File: src/rtl/pipe_hazard_ctrl_pkg.sv
// Shared types and encodings for the pipeline hazard/forwarding controller.
package pipe_hazard_ctrl_pkg;

    localparam int REG_AW = 5;

    localparam logic [1:0] FWD_RF  = 2'b00;
    localparam logic [1:0] FWD_MEM = 2'b10;
    localparam logic [1:0] FWD_WB  = 2'b01;

    localparam int BR_EX  = 1;
    localparam int BR_MEM = 2;

    typedef struct packed {
        logic              valid;
        logic [REG_AW-1:0] rd;
        logic              regwrite;
        logic              memread;
    } stage_t;

    // x0 is hard-wired zero, so it is never a real producer.
    function automatic logic stage_writes(stage_t s, logic [REG_AW-1:0] r);
        return s.valid & s.regwrite & (s.rd == r) & (r != '0);
    endfunction

endpackage

File: src/rtl/pipe_hazard_ctrl_fwd_mux.sv
// One EX operand forwarding mux: picks MEM, then WB, then the register-file value.
module fwd_mux
    import pipe_hazard_ctrl_pkg::*;
#(
    parameter int XLEN  = 32,
    parameter int RADDR = 5
) (
    input  logic [RADDR-1:0] rs_i,
    input  stage_t           mem_i,
    input  stage_t           wb_i,
    input  logic [XLEN-1:0]  rf_data_i,
    input  logic [XLEN-1:0]  mem_data_i,
    input  logic [XLEN-1:0]  wb_data_i,
    output logic [1:0]       sel_o,
    output logic [XLEN-1:0]  op_o
);

    logic unused_wb_ld;
    assign unused_wb_ld = wb_i.memread;

    // A load in MEM only has an address on the ALU bus, never its data.
    always_comb begin
        sel_o = FWD_RF;
        op_o  = rf_data_i;
        if (stage_writes(mem_i, rs_i) && !mem_i.memread) begin
            sel_o = FWD_MEM;
            op_o  = mem_data_i;
        end else if (stage_writes(wb_i, rs_i)) begin
            sel_o = FWD_WB;
            op_o  = wb_data_i;
        end
    end

endmodule

File: src/rtl/pipe_hazard_ctrl.sv
// Hazard, flush and forwarding control for a 5-stage RV32I pipeline.
// Define FWD_EN to build forwarding muxes (only load-use then stalls).
module pipe_hazard_ctrl
    import pipe_hazard_ctrl_pkg::*;
#(
    parameter int XLEN     = 32,
    parameter int RADDR    = 5,
    parameter int BR_STAGE = 2,
    parameter int CNT_W    = 32
) (
    input  logic             clk,
    input  logic             rst,
    input  logic             id_valid,
    input  logic [RADDR-1:0] id_rs1,
    input  logic [RADDR-1:0] id_rs2,
    input  logic             id_use_rs1,
    input  logic             id_use_rs2,
    input  logic [RADDR-1:0] id_rd,
    input  logic             id_regwrite,
    input  logic             id_memread,
    input  logic             br_taken,
    input  logic [XLEN-1:0]  ex_rs1data,
    input  logic [XLEN-1:0]  ex_rs2data,
    input  logic [XLEN-1:0]  mem_alu_result,
    input  logic [XLEN-1:0]  wb_writedata,
    output logic             pc_stall,
    output logic             ifid_stall,
    output logic             idex_bubble,
    output logic             ifid_flush,
    output logic             exmem_flush,
    output logic [1:0]       fwd_a_sel,
    output logic [1:0]       fwd_b_sel,
    output logic [XLEN-1:0]  op_a,
    output logic [XLEN-1:0]  op_b,
    output logic [CNT_W-1:0] stall_cnt,
    output logic [CNT_W-1:0] flush_cnt
);

    stage_t ex_q, mem_q, wb_q;
    stage_t ex_d, mem_d, wb_d;
    logic [RADDR-1:0] ex_rs1_q, ex_rs2_q;
    logic             ex_use1_q, ex_use2_q;
    logic [CNT_W-1:0] stall_cnt_q, stall_cnt_d, flush_cnt_q, flush_cnt_d;
    logic             dep_ex, haz, flush, stall;

    assign dep_ex = (id_use_rs1 & stage_writes(ex_q, id_rs1))
                  | (id_use_rs2 & stage_writes(ex_q, id_rs2));

`ifdef FWD_EN
    assign haz = id_valid & ex_q.memread & dep_ex;
`else
    logic dep_mem, dep_wb;
    assign dep_mem = (id_use_rs1 & stage_writes(mem_q, id_rs1))
                   | (id_use_rs2 & stage_writes(mem_q, id_rs2));
    assign dep_wb  = (id_use_rs1 & stage_writes(wb_q, id_rs1))
                   | (id_use_rs2 & stage_writes(wb_q, id_rs2));
    assign haz = id_valid & (dep_ex | dep_mem | dep_wb);
`endif

    // A taken branch kills the stalled instruction anyway, so flush wins.
    assign flush       = br_taken;
    assign stall       = haz & ~flush;
    assign pc_stall    = stall;
    assign ifid_stall  = stall;
    assign idex_bubble = stall | flush;
    assign ifid_flush  = flush;
    assign exmem_flush = flush & (BR_STAGE == BR_MEM);

    always_comb begin
        ex_d          = '{valid: id_valid & ~idex_bubble, rd: id_rd,
                          regwrite: id_regwrite, memread: id_memread};
        mem_d         = ex_q;
        mem_d.valid   = ex_q.valid & ~exmem_flush;
        wb_d          = mem_q;
        stall_cnt_d   = stall_cnt_q + {{(CNT_W-1){1'b0}}, stall};
        flush_cnt_d   = flush_cnt_q + {{(CNT_W-1){1'b0}}, br_taken};
    end

    always_ff @(posedge clk) begin
        if (rst) begin
            ex_q        <= '0;
            mem_q       <= '0;
            wb_q        <= '0;
            stall_cnt_q <= '0;
            flush_cnt_q <= '0;
        end else begin
            ex_q        <= ex_d;
            mem_q       <= mem_d;
            wb_q        <= wb_d;
            stall_cnt_q <= stall_cnt_d;
            flush_cnt_q <= flush_cnt_d;
        end
    end

    always_ff @(posedge clk) begin
        ex_rs1_q  <= id_rs1;
        ex_rs2_q  <= id_rs2;
        ex_use1_q <= id_use_rs1;
        ex_use2_q <= id_use_rs2;
    end

    assign stall_cnt = stall_cnt_q;
    assign flush_cnt = flush_cnt_q;

`ifdef FWD_EN
    logic unused_bits;
    assign unused_bits = ^{ex_use1_q, ex_use2_q, mem_q.memread, wb_q.memread};

    fwd_mux #(.XLEN(XLEN), .RADDR(RADDR)) u_fwd_a (
        .rs_i       (ex_rs1_q),
        .mem_i      (mem_q),
        .wb_i       (wb_q),
        .rf_data_i  (ex_rs1data),
        .mem_data_i (mem_alu_result),
        .wb_data_i  (wb_writedata),
        .sel_o      (fwd_a_sel),
        .op_o       (op_a)
    );

    fwd_mux #(.XLEN(XLEN), .RADDR(RADDR)) u_fwd_b (
        .rs_i       (ex_rs2_q),
        .mem_i      (mem_q),
        .wb_i       (wb_q),
        .rf_data_i  (ex_rs2data),
        .mem_data_i (mem_alu_result),
        .wb_data_i  (wb_writedata),
        .sel_o      (fwd_b_sel),
        .op_o       (op_b)
    );
`else
    logic unused_bits;
    assign unused_bits = ^{ex_rs1_q, ex_rs2_q, ex_use1_q, ex_use2_q,
                           mem_q.memread, wb_q.memread,
                           mem_alu_result, wb_writedata};

    assign fwd_a_sel = FWD_RF;
    assign fwd_b_sel = FWD_RF;
    assign op_a      = ex_rs1data;
    assign op_b      = ex_rs2data;
`endif

endmodule

File: config.mk
export PLATFORM = sky130hd
export DESIGN_NAME = pipe_hazard_ctrl
export DESIGN_NICKNAME = d
export VERILOG_FILES = /design/src/rtl/pipe_hazard_ctrl_pkg.sv /design/src/rtl/pipe_hazard_ctrl_fwd_mux.sv /design/src/rtl/pipe_hazard_ctrl.sv
export SDC_FILE = /design/constraint.sdc
export NUM_CORES = 1
export LEC_CHECK = 0
export ABC_AREA = 1
export CAP_MARGIN = 10
export CELL_PAD_IN_SITES_DETAIL_PLACEMENT = 1
export CELL_PAD_IN_SITES_GLOBAL_PLACEMENT = 2
export CORE_ASPECT_RATIO = 1.4
export CORE_MARGIN = 4
export CORE_UTILIZATION = 17
export DETAILED_ROUTE_END_ITERATION = 8
export MAX_ROUTING_LAYER = met4
export PLACE_DENSITY_LB_ADDON = 0.1
export SYNTH_ARGS = -nofsm -noshare
export SYNTH_HDL_FRONTEND = slang
export SYNTH_SLANG_ARGS = --single-unit
File: constraint.sdc
create_clock -name clk -period 2.7 [get_ports clk]
set_input_delay 0.81 -clock clk [delete_from_list [all_inputs] [get_ports clk]]
set_output_delay 0.81 -clock clk [all_outputs]
set_load 0.05 [all_outputs]
==> results of run 1 <==
==> cells in the final DEF, fill, tap and decap left out, types with 9 or more instances in the layout <==
| master | count |
|---|---|
| o21ai_0 | 11 |
| buf_4 | 54 |
| nor2_4 | 13 |
| nand2_1 | 152 |
| nand4_1 | 20 |
| nor2_1 | 110 |
| nand3_1 | 33 |
| dfxtp_1 | 85 |
| xor2_1 | 17 |
| nand2_2 | 13 |
| clkbuf_16 | 9 |
| buf_6 | 13 |
| nor3_1 | 14 |
| inv_1 | 83 |
| a21oi_1 | 32 |
| clkdlybuf4s50_1 | 71 |
==> cell usage after synthesis <==
library cell  number
a21oi_1           38
a31oi_1            1
and3_1             1
buf_4             71
clkbuf_1           9
conb_1             1
dfxtp_1           85
ha_1               4
inv_1             91
inv_2              4
nand2_1          167
nand2_2            2
nand3_1           38
nand3_4            2
nand3b_1           4
nand4_1           20
nor2_1           121
nor2_2             4
nor2_4             5
nor3_1            19
nor3_2             2
nor3_4             2
nor3b_1            3
nor4_1             3
o21a_1             4
o21ai_0           15
o21ai_1            1
or2_0              7
or2_2              7
xnor2_1            5
xor2_1            18
==> worst max path at each step <==
stage          startpoint            end  slack, ns  cells past startpoint
2_1_floorplan   id_rs1[3]  stall_cnt[18]      -0.36                     19
3_3_place_gp    id_rs1[4]  stall_cnt[28]      -0.96                     20
3_5_place_dp    id_rs2[4]  stall_cnt[18]      -1.01                     22
4_1_cts         id_rs1[0]     ifid_stall      -0.20                     14
5_1_grt         id_rs2[0]  stall_cnt[26]      -0.43                     21
6_report        id_rs2[0]     ifid_stall      -0.26                     13
==> report_power, final <==
group	total, mW	internal, mW	switching (mW)	leakage (nW)
registers	1.28	1.27	0.0130	0.688
clock network	1.43	0.836	0.596	0.158
logic	0.239	0.0952	0.143	1.90
total	2.95	2.20	0.752	2.75
==> per-stage QoR <==
stage / util [%] / cells / worst slack (ns) / TNS (ns) / power [mW]
after floorplan: - / 757 / -0.3583 / -3.512 / 1.684
after global placement: 21.83 / 1195 / -0.9599 / -27.88 / 1.533
after detailed placement: 21.83 / 1195 / -1.014 / -29.31 / 1.532
after CTS: 23.24 / 1215 / -0.2001 / -2.077 / 3.003
after global routing: 24.25 / 1224 / -0.4285 / -6.196 / 3.081
final: 24.25 / 1224 / -0.2563 / -1.965 / 2.951
==> per-layer routing <==
layer  GRT usage [%]  up-vias  part of all wire [%]  routed length (um)
met5               -        -                     0                   0
met4           4.365        0                   2.1                 410
met3           2.536       29                   3.4                 664
met2           23.81      102                    55               10800
met1           12.97     2364                    40                7796
li1                -     2459                     -                   -
==> state kept, by name, summed over array words and instances (netlist names) <==
register   flops
wb_q           7
mem_q          7
ex_q           7
stall_cnt     32
flush_cnt     32
==> cell type report <==
| class | count | share of cell area [%] |
|---|---|---|
| Timing Repair Buffer | 151 | 20.74 |
| Inverter | 95 | 5.467 |
| Tap cell | 380 | 6.723 |
| Multi-Input combinational cell | 497 | 38.41 |
| Clock buffer | 10 | 3.379 |
| Clock inverter | 6 | 1.221 |
| Sequential cell | 85 | 24.06 |
==> cells by family (layout without fill, tap and decap cells) <==
| logic type | count (synthesis) | in the layout |
|---|---|---|
| buffers and inverters | 175 | 262 |
| adders and majority gates | 4 | 4 |
| xor gates and xnor gates | 23 | 23 |
| AOI/OAI and AO/OA | 59 | 59 |
| DFF | 85 | 85 |
| other | 1 | 4 |
| and+or+nand+nor | 407 | 407 |
==> timing repair <==
action / CTS / global route
pin swaps: 29 / 53
setup endpoints to repair: 31 / 33
buffers inserted: 4 / 11
hold endpoints to repair: 0 / 0
gates resized for setup: 80 / 66
==> tightest hold or removal path, stage by stage, from the launching register on <==
cell	delay, ns
dfxtp_1	0.31
inv_1	0.04
nor2_1	0.03
==> summary.md, run 1 <==
| Metric | Value |
|---|---|
| Starting Density | `17.23%` |
| CP startpoint kind | `primary input` |
| Drt total wl | `19670 um` |
| Violated checks | `negative setup slack` |
| Via count | `4954` |
| Clock root buffer | `clkbuf_16` |
| Reg2Reg Depth | `21` |
| Syn_area_per_cell | `6.664 um2` |
| Filler cells | `3559` |
| Critical Path End Type | `primary output` |
| Hold Path End | `wb_q[7]` |
| CTS Sinks | `85` |
| First-pass GRT wire length | `30730 um` |
| IO Port Bufs | `90` |
| Post-synth cell types | `31` |
| Placed Area | `6366 um2` |
| Buf/Inv on CP | `4` |
| Largest area contributor in the netlist | `dfxtp_1` |
| Synth Register Bits | `85` |
| Top area cells in the synthesized netlist | `dfxtp_1 (34%), nand2_1 (12%), buf_4 (11%)` |
| Post-synthesis xor/xnor area fraction | `4.009%` |
| Cells after Synth | `754` |
| Yosys top cell area share | `33.86%` |
| Fin nets | `994` |
| Core ar. | `29170 um2` |
| Adder-cell area share of the yosys netlist | `0.9960%` |
| DRT antenna net count | `0` |
| Slew Viols, Final | `0` |
| Max-cap viol count | `0` |
| Worst-path clk slew | `0.07 ns` |
| Worst hold start | `mem_q[7]` |
| Critical path class | `in -> out` |
| Worst-path fanout max | `5` |
| Worst vdd ir | `0.3020 mV` |
| Area of the multi-input gates | `2716 um2` |
| Synth warn | `0` |
| Hold Path Depth | `2` |
| Die area | `32410 um2` |
| Fin Hold WS | `0.4253 ns` |
| Pwr/cell area | `417.3 nW/um2` |
| Leak | `2.748 nW` |
| Clk buf depth | `2` |
| Hold buffers post-CTS | `0` |
| WL per Instance | `16.07 um` |
| Seq/Total Area, Yosys | `33.86%` |
| Largest family of logic cells by synthesized area | `simple AND/OR/NAND/NOR gates` |
| Post-synthesis simple-gate area fraction | `36.58%` |
| Crit path required time | `1.89 ns` |
| H-tree levels | `3` |
| Slew Limit Headroom | `62.49%` |
| Antenna cells | `0` |
| R2R setup slack | `-0.11 ns` |
| Status | `finished with violations` |
| First-pass DRT Iterations | `4` |
| FF+latch area | `1702 um2` |
| Setup violators final | `18` |
| Reg-to-reg startpoint | `mem_q[2]` |
| Max Fclk | `0.3383 GHz` |
| Final period utilization | `109.5%` |
| CP cell instances | `buf_8, nand2_4, nand2_2, nor3_2, nand3_1, nand2_1, nand2_1, nand3_2, nand2_2, nor2_4, buf_4, buf_6, buf_12` |
| Setup ws final | `-0.2563 ns` |
| Hold Crit Class | `reg -> reg` |
| Crit path max-delay cell type | `nor3_2` |
| Worst path arrival time | `2.15 ns` |
| Largest net degree at the start of global routing | `53` |
| Die width | `153.3 um` |
| Post-synthesis mux area share | `0%` |
| Row count | `74` |
| Via density | `4.047` |
| Die Span Y | `211.4 um` |
| Complex-gate fraction of the synthesized area | `6.101%` |
| Clock latency on the worst-skew pair | `0.36 ns` |
| Vias in the first global route | `5447` |
| CTS tree | `done` |
| Crit path max-delay family | `simple AND/OR/NAND/NOR gates` |
| CTS buffer count | `9` |
| Post-Layout Inst Area | `7072 um2` |
| Share of layout cells above drive strength 1 | `21.21%` |
| GRT overflow | `0` |
| Worst Tran Pin Value | `0.5609 ns` |
| Initial antenna violation count | `0` |
| Final weighted congestion in routability-driven placement | `0.7855` |
| Minimum clock period | `2.956 ns` |
| Mapped cell area | `5025 um2` |
| Max Clock Skew | `0.005987 ns` |
| Capturing point of the worst reg2reg path | `stall_cnt[26]` |
| Residual DRC | `0` |
| Area Overhead vs Synth | `40.74%` |
| Io pins | `288` |
| RSZ-0062 raised after global routing | `yes` |
| Gr usage total | `12.63%` |
| DP HPWL | `15630 um` |
| Hold Vio Cnt, Final | `0` |
| Slowest cell delay on critical path | `0.18 ns` |
| Initial DRC Count | `120` |
Note: power is estimated with default switching activity, not from simulation.
==> run 2, diff against run 1 <==
- CAP_MARGIN: 10 -> unset
==> results of run 2 <==
Same layout as run 1: the final DEF is identical, and so are final timing and power.
==> run 3, diff against run 2 <==
- CELL_PAD_IN_SITES_DETAIL_PLACEMENT: 1 -> unset
- CELL_PAD_IN_SITES_GLOBAL_PLACEMENT: 2 -> unset
- CORE_UTILIZATION: 17 -> 35
- PLACE_DENSITY: unset -> 0.78
- PLACE_DENSITY_LB_ADDON: 0.1 -> unset
==> summary.md, run 3 (same netlist as run 1, synthesis figures left out) <==
| Metric | Value |
|---|---|
| Drt total wl | `15220 um (-23%)` |
| Hold buffers post-CTS | `0 (unchanged)` |
| Die area | `16360 um2 (-50%)` |
| Fin nets | `971 (-2.3%)` |
| Slew Viols, Final | `0 (unchanged)` |
| Filler cells | `1323 (-63%)` |
| Status | `finished with violations` |
| Setup violators final | `10 (-8)` |
| Worst path arrival time | `3.03 ns (+0.88 ns)` |
| Max-cap viol count | `0 (unchanged)` |
| Core ar. | `13970 um2 (-52%)` |
| Switch share | `24.51% (-0.97 points)` |
| CP startpoint kind | `primary input` |
| Psw | `0.6780 mW (-9.8%)` |
| Starting Density | `35.96% (+19 points)` |
| Final weighted congestion in routability-driven placement | `0.9361 (+19%)` |
| Initial antenna violation count | `0 (unchanged)` |
| Worst-path clk slew | `0.06 ns (about the same)` |
| Pwr/cell area | `417.7 nW/um2 (about the same)` |
| Io pins | `288 (unchanged)` |
| Hold Path Depth | `2 (unchanged)` |
| Pre-CTS WS | `-0.8879 ns (+0.1257 ns)` |
| First-pass GRT wire length | `22660 um (-26%)` |
| Share of layout cells above drive strength 1 | `19.12% (-2.1 points)` |
| WL per Instance | `15.13 um (-5.9%)` |
| Reg2Reg Depth | `22 (+4.8%)` |
| Hold Vio Cnt, Final | `0 (unchanged)` |
| Max Fclk | `0.3559 GHz (+5.2%)` |
| Hold Crit Class | `reg -> reg` |
| Clock share of power | `45.2% (-3.3 points)` |
| Die width | `109.3 um (-29%)` |
| RSZ-0062 raised after global routing | `yes` |
| Fin Hold WS | `0.4282 ns (+0.002833 ns)` |
| Slew Limit Headroom | `50.05% (-12 points)` |
| Commonest non-fill, non-tap cell in the layout | `nand2_1` |
| CTS tree | `done` |
| Max Clock Skew | `0.01204 ns (+0.006048 ns)` |
| Worst vdd ir | `0.2761 mV (-8.6%)` |
| Worst Tran Pin Value | `0.7484 ns (+0.1875 ns)` |
| DRT antenna net count | `0 (unchanged)` |
| Clock latency on the worst-skew pair | `0.35 ns (about the same)` |
| Largest net degree at the start of global routing | `68 (+28%)` |
| Initial DRC Count | `225 (+88%)` |
| H-tree levels | `3 (unchanged)` |
| Combinational share of power | `8.4% (+0.3 points)` |
| Via density | `4.839 (+20%)` |
| Most frequent cells in the layout | `nand2_1 (146), nor2_1 (112), dfxtp_1 (85)` |
| Worst hold start | `mem_q[7]` |
| CTS Sinks | `85 (unchanged)` |
| R2R setup slack | `-0.03 ns (+0.08 ns)` |
| Cell Int Power | `2.088 mW (-5.0%)` |
| Critical path class | `in -> reg` |
| Setup TNS | `-0.6280 ns (+1.337 ns)` |
| Antenna cells | `0 (unchanged)` |
| Capturing point of the worst reg2reg path | `stall_cnt[20]` |
| Row count | `51 (-31%)` |
| Total power draw | `2.766 mW (-6.3%)` |
| DP HPWL | `11250 um (-28%)` |
| Minimum clock period | `2.810 ns (-0.1467 ns)` |
| Final period utilization | `104.1% (-5.4 points)` |
| First-pass DRT Iterations | `7 (+3)` |
| Area Overhead vs Synth | `31.80%` |
| Via count | `4868 (-1.7%)` |
| Violated checks | `negative setup slack` |
| Gr usage total | `18.63% (+6.0 points)` |
| Clock root buffer | `clkbuf_16` |
| Die Span Y | `149.8 um (-29%)` |
| Crit path required time | `2.92 ns (+1.03 ns)` |
| CTS buffer count | `9 (unchanged)` |
| GRT overflow | `0 (unchanged)` |
| Setup ws final | `-0.1096 ns (+0.1467 ns)` |
| Reg-to-reg startpoint | `ex_q[2]` |
| Flop pwr share | `46.3% (+2.9 points)` |
| Clk buf depth | `2 (unchanged)` |
| Vias in the first global route | `4583 (-16%)` |
| IO Port Bufs | `90 (unchanged)` |
| Residual DRC | `0 (unchanged)` |
| Hold Path End | `wb_q[7]` |
| Worst-path fanout max | `4 (-1)` |
| Critical Path End Type | `register` |
| Leak | `2.635 nW (-4.1%)` |
[run 3: cell types whose count changed in the layout (fill, tap and decap cells not counted), sizes merged]
cell and change:
clkdlybuf4s15 +1, buf -21, clkbuf -1, bufinv -1, clkinv +2, clkdlybuf4s50 -2
inv -1
[run 3: power by group through the flow]
stage | combinational [mW] | clock (mW) | sequential, mW
finish | 0.234 | 1.25 | 1.28
global route | 0.251 | 1.34 | 1.28
CTS | 0.215 | 1.29 | 1.28
detailed placement | 0.202 | 0 | 1.31
global placement | 0.202 | 0 | 1.31
floorplan | 0.368 | 0 | 1.32
[run 3: worst max-delay path: stages]
cell	delay, ns
clkdlybuf4s15_2	0.19
o21ai_1	0.06
nor2_1	0.13
nand3_1	0.10
nand2_1	0.07
nand2_1	0.07
nand3_2	0.10
nand2_2	0.07
nor2_4	0.10
buf_6	0.11
ha_4	0.15
ha_4	0.14
nand2_4	0.05
nor2_4	0.12
nand2_2	0.07
inv_2	0.10
nand3_4	0.12
buf_4	0.17
nor2_1	0.11
xnor2_1	0.13
nor2_1	0.05
[run 3: how the worst max path moves through the flow]
stage	slack (ns)	startpoint	endpoint
global placement	-0.83	id_rs1[4]	stall_cnt[18]
finish	-0.11	id_use_rs1	stall_cnt[20]
CTS	-0.04	id_rs2[0]	pc_stall
global route	-0.29	id_rs1[3]	stall_cnt[26]
floorplan	-0.36	id_rs1[3]	stall_cnt[18]
detailed placement	-0.89	id_rs1[4]	stall_cnt[26]
[run 3: what timing repair did]
action,CTS,global route
endpoints found under the setup margin,31,29
gates resized for setup,89,62
setup buffers,3,6
pin swaps,29,17
[run 3: metrics by stage]
stage / instances / instance area [um2] / utilization [%]
final: 1006 / 6623 / 47.39
after floorplan: 757 / 5139 / -
after detailed placement: 982 / 5982 / 42.81
after global placement: 982 / 5982 / 42.81
after CTS: 1001 / 6382 / 45.67
after global routing: 1006 / 6623 / 47.39
[run 3: cell type report]
type | count | area (um2) | share of cell area, %
inverter | 95 | 406.6 | 6.140
timing repair buffer | 128 | 1305 | 19.71
sequential | 85 | 1702 | 25.69
clock inverter | 6 | 72.57 | 1.096
tap | 185 | 231.5 | 3.495
clock buffer | 10 | 229.0 | 3.457
multi-input combinational | 497 | 2676 | 40.41
[run 3: per-layer routing]
layer  track usage [%]  wire length [um]
met1             19.01              5507
met5                 -                 0
met4             14.29              1209
met3             3.237               866
met2             31.30              7632
